`src/rtl/board_cursor_ctrl.sv`:
```
// Chess board cursor/selection sequencer: buttons -> cursor steps, piece selection, move handshake.
// Optional build macro CURSOR_WRAP_EN: cursor wraps at board edges instead of clamping.
module board_cursor_ctrl #(
  parameter int unsigned REPEAT_CYCLES = 25_000_000
) (
  input  logic         clk,
  input  logic         rst,
  input  logic         BTN_UP,
  input  logic         BTN_DOWN,
  input  logic         BTN_LEFT,
  input  logic         BTN_RIGHT,
  input  logic         BTN_CENTER,
  input  logic [255:0] BOARD,
  output logic [5:0]   CURSOR_ADDR,
  output logic [5:0]   SELECT_ADDR,
  output logic         SELECT_EN,
  output logic         MOVE_VALID,
  output logic [5:0]   MOVE_FROM,
  output logic [5:0]   MOVE_TO,
  input  logic         MOVE_READY,
  output logic         TURN
);

  localparam int unsigned CNT_W = $clog2(REPEAT_CYCLES);
  localparam logic [CNT_W-1:0] CNT_LAST = CNT_W'(REPEAT_CYCLES - 1);

  typedef enum logic [1:0] {IDLE, SELECTED, COMMIT} state_t;

  state_t           state_q, state_d;
  logic [4:0]       btn_raw, btn_q, btn_prev_q, press, rel;
  logic [CNT_W-1:0] rep_cnt_q, rep_cnt_d;
  logic [5:0]       cursor_q, cursor_d, sel_addr_q, sel_addr_d;
  logic [5:0]       from_q, from_d, to_q, to_d;
  logic             sel_en_q, sel_en_d, valid_q, valid_d, turn_q, turn_d;
  logic             one_dir, rep_fire, own_piece;
  logic [3:0]       step_dir, sq;

  // Bit order {CENTER, RIGHT, LEFT, DOWN, UP}; lower index wins among directions.
  assign btn_raw   = {BTN_CENTER, BTN_RIGHT, BTN_LEFT, BTN_DOWN, BTN_UP};
  assign press     = btn_q & ~btn_prev_q;
  assign rel       = ~btn_q & btn_prev_q;
  assign one_dir   = $onehot(btn_q[3:0]);
  assign rep_fire  = one_dir && (press == 5'd0) && (rel == 5'd0) && (rep_cnt_q == CNT_LAST);
  assign sq        = BOARD[{cursor_q, 2'b00} +: 4];
  assign own_piece = (sq[2:0] != 3'd0) && (sq[3] == turn_q);

  function automatic logic [5:0] step_cursor(input logic [5:0] cur, input logic [3:0] dir);
    logic [2:0] row;
    logic [2:0] col;
    row = cur[5:3];
    col = cur[2:0];
`ifdef CURSOR_WRAP_EN
    if (dir[0])      row = row - 3'd1;
    else if (dir[1]) row = row + 3'd1;
    else if (dir[2]) col = col - 3'd1;
    else if (dir[3]) col = col + 3'd1;
`else
    if (dir[0] && row != 3'd0)      row = row - 3'd1;
    else if (dir[1] && row != 3'd7) row = row + 3'd1;
    else if (dir[2] && col != 3'd0) col = col - 3'd1;
    else if (dir[3] && col != 3'd7) col = col + 3'd1;
`endif
    return {row, col};
  endfunction

  always_comb begin
    state_d    = state_q;
    cursor_d   = cursor_q;
    sel_addr_d = sel_addr_q;
    sel_en_d   = sel_en_q;
    from_d     = from_q;
    to_d       = to_q;
    valid_d    = valid_q;
    turn_d     = turn_q;
    rep_cnt_d  = rep_cnt_q + CNT_W'(1);
    step_dir   = 4'd0;

    if ((press != 5'd0) || (rel != 5'd0) || !one_dir || (rep_cnt_q == CNT_LAST)) begin
      rep_cnt_d = '0;
    end

    if (press[0])      step_dir = 4'b0001;
    else if (press[1]) step_dir = 4'b0010;
    else if (press[2]) step_dir = 4'b0100;
    else if (press[3]) step_dir = 4'b1000;
    else if (rep_fire) step_dir = btn_q[3:0];

    case (state_q)
      IDLE: begin
        if (press[4]) begin
          if (own_piece) begin
            sel_addr_d = cursor_q;
            sel_en_d   = 1'b1;
            state_d    = SELECTED;
          end
        end else begin
          cursor_d = step_cursor(cursor_q, step_dir);
        end
      end
      SELECTED: begin
        if (press[4]) begin
          if (cursor_q == sel_addr_q) begin
            sel_en_d = 1'b0;
            state_d  = IDLE;
          end else if (own_piece) begin
            sel_addr_d = cursor_q;
          end else begin
            from_d  = sel_addr_q;
            to_d    = cursor_q;
            valid_d = 1'b1;
            state_d = COMMIT;
          end
        end else begin
          cursor_d = step_cursor(cursor_q, step_dir);
        end
      end
      COMMIT: begin
        // Buttons are ignored here; only the handshake can leave this state.
        if (MOVE_READY) begin
          valid_d  = 1'b0;
          sel_en_d = 1'b0;
          turn_d   = ~turn_q;
          state_d  = IDLE;
        end
      end
      default: state_d = IDLE;
    endcase
  end

  always_ff @(posedge clk) begin
    if (!rst) begin
      state_q    <= IDLE;
      cursor_q   <= 6'd52;
      sel_addr_q <= 6'd0;
      sel_en_q   <= 1'b0;
      from_q     <= 6'd0;
      to_q       <= 6'd0;
      valid_q    <= 1'b0;
      turn_q     <= 1'b0;
      rep_cnt_q  <= '0;
      // History primed with live levels so a button held through reset is not a press.
      btn_q      <= btn_raw;
      btn_prev_q <= btn_raw;
    end else begin
      state_q    <= state_d;
      cursor_q   <= cursor_d;
      sel_addr_q <= sel_addr_d;
      sel_en_q   <= sel_en_d;
      from_q     <= from_d;
      to_q       <= to_d;
      valid_q    <= valid_d;
      turn_q     <= turn_d;
      rep_cnt_q  <= rep_cnt_d;
      btn_q      <= btn_raw;
      btn_prev_q <= btn_q;
    end
  end

  assign CURSOR_ADDR = cursor_q;
  assign SELECT_ADDR = sel_addr_q;
  assign SELECT_EN   = sel_en_q;
  assign MOVE_VALID  = valid_q;
  assign MOVE_FROM   = from_q;
  assign MOVE_TO     = to_q;
  assign TURN        = turn_q;

endmodule

```
`config.mk`:
```
export PLATFORM = sky130hd
export DESIGN_NAME = board_cursor_ctrl
export DESIGN_NICKNAME = d
export VERILOG_FILES = /design/src/rtl/board_cursor_ctrl.sv
export SDC_FILE = /design/constraint.sdc
export NUM_CORES = 1
export LEC_CHECK = 0
export CORE_UTILIZATION = 30
export DETAILED_ROUTE_END_ITERATION = 7
export GPL_ROUTABILITY_DRIVEN = 0
export GPL_TIMING_DRIVEN = 0
export PLACE_DENSITY = 0.68
export SLEW_MARGIN = 20
export SYNTH_ARGS = -nofsm -noshare
export SYNTH_HDL_FRONTEND = slang
export SYNTH_SLANG_ARGS = --single-unit
```
`constraint.sdc`:
```
create_clock -name clk -period 8.4 [get_ports clk]
set_clock_uncertainty 0.2 [all_clocks]
set_input_delay 1.68 -clock clk [delete_from_list [all_inputs] [get_ports clk]]
set_output_delay 1.68 -clock clk [all_outputs]
set_load 0.05 [all_outputs]
```
==> impl_summary.md <==
Timing
Setup repair after global routing left no endpoint under its margin. Setup violations remaining at the end of the flow were counted as 0. The slew at the pin closest to its max-slew limit is ~0.7 ns. The final-report max-slew violation count is 0. Final hold analysis gives a worst-case slack of approximately 0.26 ns. The setup slack after layout is about 3.8 ns.

The time the worst path needs with I/O delays and setup is around 4.6 ns. The number of endpoints with negative hold slack in the final report was 0. Based on the critical path, the design can be clocked at up to 0.219 GHz. Measured against its own limit, the worst slew margin works out to 0.538. The final period utilization is 0.544.

The summed negative setup slack over all endpoints is 0 ns.

GRT
The number of global-route vias before repair is 5648. Entering global routing, the biggest net connects 11 pins. Across every metal layer, demand over resource in global routing totals 0.263.

The number of antenna violations at the first check in global routing was 0. The total congestion overflow is 0. The first-pass GRT wire length is 31800 um.

Synthesis
In the post-synthesis netlist, the biggest area contributors are sky130_fd_sc_hd__dfxtp_1 28%, sky130_fd_sc_hd__mux4_2 6.9%, sky130_fd_sc_hd__mux2i_1 5.7%. The leading area contributor after synthesis is sky130_fd_sc_hd__dfxtp_1. Of the post-synthesis cell area, the dominant cell type holds 0.282.

The post-synthesis area per instance is 8.78 um2. Of the synthesized area, sequential elements account for 0.282. After synthesis, the share of flip-flops with an asynchronous set or reset is 0. The commonest register cell after synthesis is sky130_fd_sc_hd__dfxtp_1. Counting flops and latches in the post-synthesis netlist gives 64.

Counting flops with a built-in enable in the synthesized netlist gives 0. Synthesis instantiated 65 different standard cells from the library. Synthesis produced ~520 cells.

For this run, the number of Yosys warnings is 0. Synthesis produced a netlist with a net count of 790. The summed instance area of the synthesized netlist is roughly 4500 um2.

Placed design
Input and output buffers added on the ports amount to between 200 and 300. Once placement completed, the tool counted placed cells totaling 990. The setup slack at placement is about 3.5 ns. After legalization and detailed placement, the total HPWL measured around 17000 um.

Floorplan
The full die area is roughly 16000 um2. The total area inside the core boundary comes to 14600 um2. The die width is roughly 130 um. The I/O pin total is a little under 300. The height of the die is around 130 um. The initial standard-cell utilization of the core is 0.310.

The floorplan has 44 rows.

Worst setup path
The required time reported for the critical path endpoint is ~8.5 ns. In this run the worst setup path begins at BOARD[43]. The critical path arrival is approximately 4.6 ns.

STA classifies the critical path endpoint as a flip-flop. The type of the worst setup path is primary input to flip-flop. The worst register-to-register path begins at btn_q[0]. Along the worst path, the maximum fanout reaches 6. The kind of start point of the critical path is a primary input.

Clocking
The cell sitting at the root of the clock tree is a sky130_fd_sc_hd__clkbuf_16. After clock tree synthesis, the repair step resized 0 gates. The CTS H-tree depth is 3. The total CTS buffers is 9. For this design, the CTS-stage hold fixing added 0 buffers. Clock-pin slew was measured on the worst setup and hold paths at 0.05 ns. Clock latency on the worst-skew pair, taken at its later pin, is between 0.3 and 0.4 ns. The number of post-CTS setup repair buffers is 0. The clock tree from TritonCTS is built. The clock passes through at most 2 buffers. The clock sink total is 64.

Cells and area
The antenna diode count is 0. Compared with the post-synthesis result, the final layout area differs by 75.4%. In the final layout, the share of cells above drive strength 1 is 0.0839. The final standard cell count with taps included and fillers excluded is roughly 1000. After the last flow step, the layout net total stands at 1090.

Pwr
In this run the static leakage power is ~2.8 nW. The areal power density over the cells is 152 nW/um2. Across the VDD grid, the largest voltage drop is 132 uV. The design draws ~1.2 mW.

Routing
The count of nets left with antenna violations once routing finished came out at 0. The pre-antenna-repair detailed-routing pass consisted of 8 iterations. In the routed design, unresolved DRC markers number 46. Wires add up to slightly above 20000 um.

Dividing the detail-routed wire length by the instance count gives between 20 and 25 um. The first routing iteration left 364 violations. The via count normalized by instance count is ~5.4.

The detailed-route via count is approximately 5400.

Hold path
The worst min-delay path startpoint is MOVE_FROM[2]. The classification of the worst-slack hold path is flip-flop to flip-flop.

Status
The flow ran to the end, but the final reports show violations. The checks that failed: design-rule violations.

Run
The max-capacitance violation count is 0.
## sequential cells by signal, summed over array words and instances (netlist names)
register and cells:
rep_cnt_q 25, CURSOR_ADDR 6, MOVE_FROM 6, MOVE_TO 6, SELECT_ADDR 6, btn_prev_q 5, btn_q 5, state_q 2
MOVE_VALID 1, SELECT_EN 1, TURN 1
## cell usage after synthesis (5+ instances only)
master	n
sky130_fd_sc_hd__dfxtp_1	64
sky130_fd_sc_hd__nor2_1	41
sky130_fd_sc_hd__nand2_1	39
sky130_fd_sc_hd__nor4_1	36
sky130_fd_sc_hd__nor3_1	35
sky130_fd_sc_hd__mux2i_1	26
sky130_fd_sc_hd__inv_1	18
sky130_fd_sc_hd__xnor2_1	18
sky130_fd_sc_hd__o21ai_0	17
sky130_fd_sc_hd__nand3_1	16
sky130_fd_sc_hd__xor2_1	16
sky130_fd_sc_hd__mux4_2	14
sky130_fd_sc_hd__nor4b_1	14
sky130_fd_sc_hd__clkbuf_1	12
sky130_fd_sc_hd__nand2b_1	12
sky130_fd_sc_hd__and3_1	11
sky130_fd_sc_hd__mux2_2	10
sky130_fd_sc_hd__a21oi_1	8
sky130_fd_sc_hd__buf_2	7
sky130_fd_sc_hd__ha_1	7
sky130_fd_sc_hd__nand4_1	7
sky130_fd_sc_hd__buf_4	6
sky130_fd_sc_hd__o22ai_1	6
sky130_fd_sc_hd__and2_1	5
sky130_fd_sc_hd__nor2b_1	5
sky130_fd_sc_hd__or2_2	5
## cell type report
type                    instances  area (um2)
flip-flops and latches         64        1280
clock inverters                 3        40.0
inverters                      18        67.6
clock buffers                  13         260
well taps                     184         230
repair buffers                289        2890
plain buffers                  28         151
fillers                      1296        6680
multi-input cells             407        3040
## stage by stage
stage / area, um2 / util
floorplan: 4540 / -
global placement: 7660 / 0.523
detailed placement: 7660 / 0.523
CTS: 7960 / 0.544
global route: 7960 / 0.544
finish: 7960 / 0.544
## layout by cell type, fill, tap and decap left out, types with 5 or more instances in the layout
cell,count
sky130_fd_sc_hd__nor4_1,36
sky130_fd_sc_hd__dfxtp_1,64
sky130_fd_sc_hd__xnor2_1,18
sky130_fd_sc_hd__nor3_1,35
sky130_fd_sc_hd__mux4_2,14
sky130_fd_sc_hd__xor2_1,16
sky130_fd_sc_hd__or2_2,5
sky130_fd_sc_hd__and2_1,5
sky130_fd_sc_hd__clkbuf_16,9
sky130_fd_sc_hd__a21oi_1,8
sky130_fd_sc_hd__buf_4,6
sky130_fd_sc_hd__o21ai_0,17
sky130_fd_sc_hd__and3_1,11
sky130_fd_sc_hd__inv_1,18
sky130_fd_sc_hd__buf_2,7
sky130_fd_sc_hd__nor4b_1,14
sky130_fd_sc_hd__mux2i_1,26
sky130_fd_sc_hd__nor2_1,41
sky130_fd_sc_hd__clkdlybuf4s50_1,289
sky130_fd_sc_hd__ha_1,7
sky130_fd_sc_hd__clkbuf_1,14
sky130_fd_sc_hd__nand2_1,39
sky130_fd_sc_hd__nand3_1,16
sky130_fd_sc_hd__nand4_1,7
sky130_fd_sc_hd__nor2b_1,5
sky130_fd_sc_hd__o22ai_1,6
sky130_fd_sc_hd__nand2b_1,12
sky130_fd_sc_hd__mux2_2,10
## worst paths after layout
check | to | slack, ns | cells after the start
worst max-delay path | SELECT_ADDR[0] | 3.83 | 9
worst min-delay path | MOVE_FROM[2] | 0.26 | 2
worst max register to register | CURSOR_ADDR[2] | 3.90 | 16
worst min register to register | MOVE_FROM[2] | 0.26 | 2
## power breakdown
part | leakage (nW) | switching, mW | total, mW | internal, mW
logic | 2.09 | 0.244 | 0.494 | 0.250
clock network | 0.150 | 0.125 | 0.369 | 0.245
registers | 0.521 | 0.0203 | 0.344 | 0.324
total | 2.76 | 0.390 | 1.21 | 0.818
## routing by layer
layer / global-route usage / up-vias / routed length [um]
li1: - / 2559 / -
met1: 0.307 / 2580 / 8220
met2: 0.469 / 211 / 10400
met3: 0.0552 / 37 / 1490
met4: 0.101 / 0 / 528
met5: 0 / - / 0
## logic make-up (layout without fill, tap and decap cells)
kind of cell               after synthesis  after routing  synth area share
AOI/OAI and AO/OA                       67             67             0.113
adders and majority gates                9              9            0.0281
xor gates and xnor gates                34             34            0.0656
buffers and inverters                   46            351            0.0482
muxes                                   52             52             0.163
and+or+nand+nor                        245            245             0.300
DFF                                     64             64             0.282
## worst max-delay path, stage by stage
cell,delay (ns)
sky130_fd_sc_hd__clkdlybuf4s50_1,0.40
sky130_fd_sc_hd__mux4_2,0.49
sky130_fd_sc_hd__o32ai_2,0.21
sky130_fd_sc_hd__nor3_1,0.07
sky130_fd_sc_hd__or3_4,0.42
sky130_fd_sc_hd__nor4_4,0.20
sky130_fd_sc_hd__o211ai_2,0.19
sky130_fd_sc_hd__a2111oi_4,0.71
sky130_fd_sc_hd__mux2i_1,0.26
Power figures use the tool's default switching activity.
==> RTL edit 1 (same flow settings) <==
Add a define of `CURSOR_WRAP_EN`.
--- a/src/rtl/board_cursor_ctrl.sv
+++ b/src/rtl/board_cursor_ctrl.sv
@@ -1,4 +1,6 @@
 // Chess board cursor/selection sequencer: buttons -> cursor steps, piece selection, move handshake.
 // Optional build macro CURSOR_WRAP_EN: cursor wraps at board edges instead of clamping.
+`define CURSOR_WRAP_EN
+
 module board_cursor_ctrl #(
   parameter int unsigned REPEAT_CYCLES = 25_000_000
Function: changed (Yosys sat finds a counterexample within 10 cycles, from zero or initial values and one cycle with rst low).
==> RTL edit 1 against the original RTL <==
- power grew 2.7%
- synthesized cell count grew 5.4%
- non-clock buffer count grew 7
- final area grew 4.3%
- synthesized area grew 6.0%
- setup slack lost 0.20 ns
- wire length grew 4.5%
- count of clock-buffer cells in the layout shrank 3
- core utilization shrank 0.55 points
- sequential cell count is the same
- critical endpoint is now MOVE_TO[3]
- largest cell class is now multi-input combinational cells
- largest power group unchanged
==> RTL edit 1: results (changes against the original RTL) <==
GRT
  – Met2 global-route usage: 0.454 (was 0.469)
  – Met3 global-route usage: 0.0516 (was 0.0552)
  – First-pass GRT wire length: 31.6 mm (was 31.8 mm)
  – Vias in the first global route: 5538 (was 5648)
  – Initial antenna violation count: 1 (was 0)
  – Total track usage: 0.253 (was 0.263)
  – Met1 GRT Util: 0.287 (was 0.307)
  – Largest net degree at the start of global routing: 13 (was 11)

Route
  – Detailed Routing Iterations Pass 1: 5 (was 8)
  – Initial drt markers: 386 (was 364)
  – WL final: 21.6 mm (was 20.6 mm)
  – Vias/cell: 5.29 (was 5.35)

Placement
  – Placed Instances: 1045 (was 990)
  – Dpl hpwl: 17.5 mm (was 17.1 mm)
  – Setup WS pre-CTS: 3.48 ns (was 3.51 ns)
  – Number of I/O port buffers: 289 (unchanged)

STA
  – Worst slew margin: 0.480 (was 0.538)
  – Final WS setup: 3.64 ns (was 3.83 ns)

Synthesis
  – Syn_nets: 818 (was 790)
  – Fraction of registers with async set/reset: 0 (unchanged)
  – Most used DFF post-synth: dfxtp_1 (unchanged)
  – Synth top area cells: dfxtp_1 27%, mux4_1 9.3%, mux4_2 5.6%, nor2_1 4.8%, xor2_1 3.5% (was dfxtp_1 28%, mux4_2 6.9%, mux2i_1 5.7%, nor4_1 5.0%, nor3_1 3.9%)
  – Sequential share of the synthesized area: 0.266 (was 0.282)
  – Commonest cells post-synth: 64 x dfxtp_1, 62 x nor2_1, 26 x o21ai_0 (was 64 x dfxtp_1, 41 x nor2_1, 39 x nand2_1)
  – Post-synthesis adder-cell area fraction: 0.0265 (was 0.0281)
  – Synth cell types: 67 (was 65)
  – Synth Area in Compound Gates: 0.171 (was 0.113)
  – Synth Area in XOR/XNOR: 0.0673 (was 0.0656)
  – Mux contribution to synthesized area: 0.191 (was 0.163)
  – Syn_area_per_cell: 8.83 um^2 (was 8.78 um^2)
  – Warnings, synthesis: 0 (unchanged)

Clock network
  – Clock tree buffer depth: 2 (unchanged)
  – CTS resizes: 0 (unchanged)
  – H-tree depth: 3 (unchanged)
  – Clk_lat worst skew: 0.33 ns (about the same)
  – Root buffer cell: clkbuf_16 (unchanged)
  – CTS Buf Count: 9 (unchanged)
  – Clock transition at the registers of the reported paths: approximately 0.06 ns
  – Setup Fix Bufs, Post-CTS: 0 (unchanged)

Power and ir drop
  – LEAKAGE: 2.90 nW (was 2.76 nW)
  – VDD IR max: 0.000118 V (was 0.000132 V)

Layout
  – Largest reg by FF count: rep_cnt_q (unchanged)
  – Max reg flops: 25 (unchanged)
  – Post-Layout Cell Count: 1062 (was 1006)
  – Layout cell share with drive strength beyond 1: 0.0753 (was 0.0839)
  – Fill cells: 1452 (was 1296)

Setup path
  – WP data arrival: 4.76 ns (was 4.62 ns)
  – Flop2flop setup slack: 3.67 ns (was 3.90 ns)
  – Critical-path maximum fanout: 10 (was 6)
  – Worst reg-to-reg path cell count: 17 (was 16)

Status
  – Outcome: finished clean (was complete, but fails checks)

Worst hold path
  – Number of cells on the worst hold path: 1 (was 2)
  – Hold Path Class: flop to flop (unchanged)
RTL edit 1: cell count changes after synthesis, sizes merged, moves of 11 or more:
cell / change
a21oi: +12
mux2i: -16
mux4: +13
nand2: -14
nor2: +21
nor3: -11
nor4: -20
o21ai: +11
RTL edit 1: layout make-up:
type                            count  area [um^2]  share of cell area
Antenna cell                        1         2.50            0.000301
Buffer                             35          176              0.0212
Clock buffer                       10          239              0.0288
Clock inverter                      6         92.6              0.0111
Inverter                           19         71.3             0.00859
Multi-Input combinational cell    427         3280               0.396
Sequential cell                    64         1280               0.154
Tap cell                          211          264              0.0318
Timing Repair Buffer              289         2890               0.348
RTL edit 1: final timing paths:
check               startpoint        endpoint
hold reg to reg   rep_cnt_q[0]    rep_cnt_q[0]
setup / recovery    BOARD[148]      MOVE_TO[3]
setup reg to reg      btn_q[0]  CURSOR_ADDR[2]
hold / removal    rep_cnt_q[0]    rep_cnt_q[0]
RTL edit 1: kinds of logic (layout without fill, tap and decap cells):
kind of cell	Yosys count	after routing
AO/OA/AOI/OAI	121	121
adder cells (fa/ha/maj)	9	9
buffers and inverters	54	359
flip-flops	64	64
XOR/XNOR	37	37
AND/OR/NAND/NOR	212	212
other	0	1
multiplexers	48	48
RTL edit 1: power by group:
part,internal [W],switching (W)
Sequential,0.000321,0.0000212
Combinational,0.000250,0.000241
Clock,0.000268,0.000139
Total,0.000839,0.000401
RTL edit 1: stage by stage:
step | hold WS (ns) | power (W) | instance area (um^2)
after floorplan | 0.226 | 0.000611 | 4810
after detailed placement | 0.252 | 0.000834 | 7970
final | 0.271 | 0.00124 | 8300
after global routing | 0.297 | 0.00130 | 8300
after CTS | 0.272 | 0.00124 | 8300
after global placement | 0.243 | 0.000832 | 7970
RTL edit 1: critical path, cell delays in order:
cell             delay, ns
clkdlybuf4s50_1       0.43
mux4_1                0.51
and2_1                0.17
a211oi_1              0.24
a31oi_1               0.10
o311ai_0              0.70
a21oi_1               0.32
clkbuf_1              0.29
o21ai_0               0.24
a21oi_1               0.09
RTL edit 1: layer usage:
metal  routed length, um  part of all wire  up-vias
met5                   0                 0        -
met3                1520             0.070       54
li1                    -                 -     2678
met2               10900              0.50      211
met1                8410              0.39     2670
met4                 760             0.035        0
==> RTL edit 2 (same settings) <==
Without the edit above. Re-encode `state_t` (3 states) as one-hot, 3 bits wide.
--- a/src/rtl/board_cursor_ctrl.sv
+++ b/src/rtl/board_cursor_ctrl.sv
@@ -25,5 +25,5 @@
   localparam logic [CNT_W-1:0] CNT_LAST = CNT_W'(REPEAT_CYCLES - 1);
 
-  typedef enum logic [1:0] {IDLE, SELECTED, COMMIT} state_t;
+  typedef enum logic [2:0] {IDLE = 3'b001, SELECTED = 3'b010, COMMIT = 3'b100} state_t;
 
   state_t           state_q, state_d;
Behaviour: no difference found for any inputs over 4 cycles, from zero or initial values and one cycle with rst low; so few cycles prove little.
==> RTL edit 2 against the original RTL <==
- wire length down 2.5%
- sequential cell count rose by 1
- fmax up 0.78%
- synthesized area rose by 4.3%
- final area grew 3.1%
- power is 11% lower
- setup slack improved by 0.035 ns
- largest power group is now the clock network
==> RTL edit 2: results (changes against the original RTL) <==
Status
  – Outcome: finished clean (was complete, but fails checks)

Route
  – Detailed Routing Iterations Pass 1: 4 (was 8)
  – Routed wire per std cell: 19.3 um (was 20.5 um)
  – Vias/cell: 5.04 (was 5.35)
  – Via count: 5250 (was 5387)
  – Initial drt markers: 298 (was 364)

Power and ir drop
  – VDD IR max: 0.000126 V (was 0.000132 V)
  – LEAKAGE: 2.87 nW (was 2.76 nW)

Synthesis
  – Fraction of registers with async set/reset: 0 (unchanged)
  – Synth cell types: 70 (was 65)
  – Warnings, synthesis: 0 (unchanged)
  – Synth top area cells: dfxtp_1 27%, mux4_2 13%, nor2_1 5.0%, mux2i_1 4.7%, xor2_1 3.7% (was dfxtp_1 28%, mux4_2 6.9%, mux2i_1 5.7%, nor4_1 5.0%, nor3_1 3.9%)
  – Syn_area_per_cell: 9.00 um^2 (was 8.78 um^2)
  – Syn_nets: 796 (was 790)
  – Commonest cells post-synth: 65 x dfxtp_1, 63 x nor2_1, 39 x nand2_1 (was 64 x dfxtp_1, 41 x nor2_1, 39 x nand2_1)
  – Sequential share of the synthesized area: 0.275 (was 0.282)

Clock network
  – Root buffer cell: clkbuf_16 (unchanged)
  – H-tree depth: 3 (unchanged)
  – Clock tree buffer depth: 2 (unchanged)
  – CTS Buf Count: 9 (unchanged)
  – Setup Fix Bufs, Post-CTS: 0 (unchanged)
  – CTS resizes: 0 (unchanged)
  – Clock transition at the registers of the reported paths: 0.05 ns (about the same)
  – Clk_lat worst skew: 0.33 ns (about the same)

Placement
  – Number of I/O port buffers: 289 (unchanged)
  – Placed Instances: 1026 (was 990)
  – Setup WS pre-CTS: 3.54 ns (was 3.51 ns)
  – Dpl hpwl: 16.6 mm (was 17.1 mm)

Setup path
  – CP peak stage delay: 0.48 ns (was 0.71 ns)
  – Critical-path top delay cell: mux4_2 (was a2111oi_4)
  – Critical-path maximum fanout: 10 (was 6)

Layout
  – Max reg flops: 25 (unchanged)
  – Layout cell share with drive strength beyond 1: 0.0904 (was 0.0839)
  – Nets@finish: 1096 (was 1090)
  – Largest reg by FF count: rep_cnt_q (unchanged)

GRT
  – Initial antenna violation count: 1 (was 0)
  – Largest net degree at the start of global routing: 12 (was 11)
  – Global route total overflow: 0 (unchanged)
  – Total track usage: 0.243 (was 0.263)
  – Vias in the first global route: 5354 (was 5648)
  – First-pass GRT wire length: 29.9 mm (was 31.8 mm)

Worst hold path
  – Hold Path Class: flop to flop (unchanged)

STA
  – Hold Fails Final Rpt: 0 (unchanged)
  – Worst slew margin: 0.470 (was 0.538)
RTL edit 2: kinds of logic (layout without fill, tap and decap cells):
| logic type | after synthesis | after routing | share of synthesized area |
|---|---|---|---|
| simple gates | 221 | 221 | 0.236 |
| compound gates | 94 | 94 | 0.142 |
| mux | 59 | 59 | 0.208 |
| fa+ha+maj | 6 | 6 | 0.0190 |
| buf+inv | 45 | 349 | 0.0513 |
| xor+xnor | 36 | 36 | 0.0682 |
| flops | 65 | 65 | 0.275 |
| other cells | 0 | 1 | 0 |
RTL edit 2: worst paths after layout:
path,from,slack [ns],endpoint,cells after the start
worst max-delay path,BOARD[190],3.87,MOVE_TO[2],10
worst min-delay path,rep_cnt_q[0],0.26,rep_cnt_q[0],1
worst max register to register,btn_q[0],3.92,CURSOR_ADDR[2],16
worst min register to register,rep_cnt_q[0],0.26,rep_cnt_q[0],1
RTL edit 2: layer usage:
layer / routed length, um / part of all wire / track usage / vias to the layer above
li1: - / - / - / 2575
met1: 8110 / 0.40 / 0.281 / 2460
met2: 10100 / 0.50 / 0.441 / 186
met3: 1390 / 0.069 / 0.0578 / 29
met4: 507 / 0.025 / 0.0796 / 0
met5: 0 / 0 / 0 / -
RTL edit 2: cell type report:
class	count	area [um^2]
Timing Repair Buffer	289	2890
Clock inverter	5	80.1
Buffer	32	194
Multi-Input combinational cell	416	3190
Inverter	13	48.8
Fill cell	1459	7100
Antenna cell	1	2.50
Sequential cell	65	1300
Clock buffer	10	239
Tap cell	211	264
RTL edit 2: power breakdown:
part / internal (W) / total (W) / switching [W] / leakage [nW]
Sequential: 0.000319 / 0.000331 / 0.0000119 / 0.528
Clock: 0.000265 / 0.000397 / 0.000132 / 0.151
Combinational: 0.000205 / 0.000353 / 0.000148 / 2.20
Total: 0.000789 / 0.00108 / 0.000292 / 2.87
RTL edit 2: stage by stage:
stage,utilization,cell area [um^2]
after floorplan,-,4730
after global placement,0.515,7890
after detailed placement,0.515,7890
after CTS,0.536,8210
after global routing,0.536,8210
final,0.536,8210
RTL edit 2: critical path, delay by kind of cell:
family	cells	cell delay (ns)
AO/OA/AOI/OAI	4	1.24
buffers and inverters	3	0.74
multiplexers	2	0.69
AND/OR/NAND/NOR	1	0.22
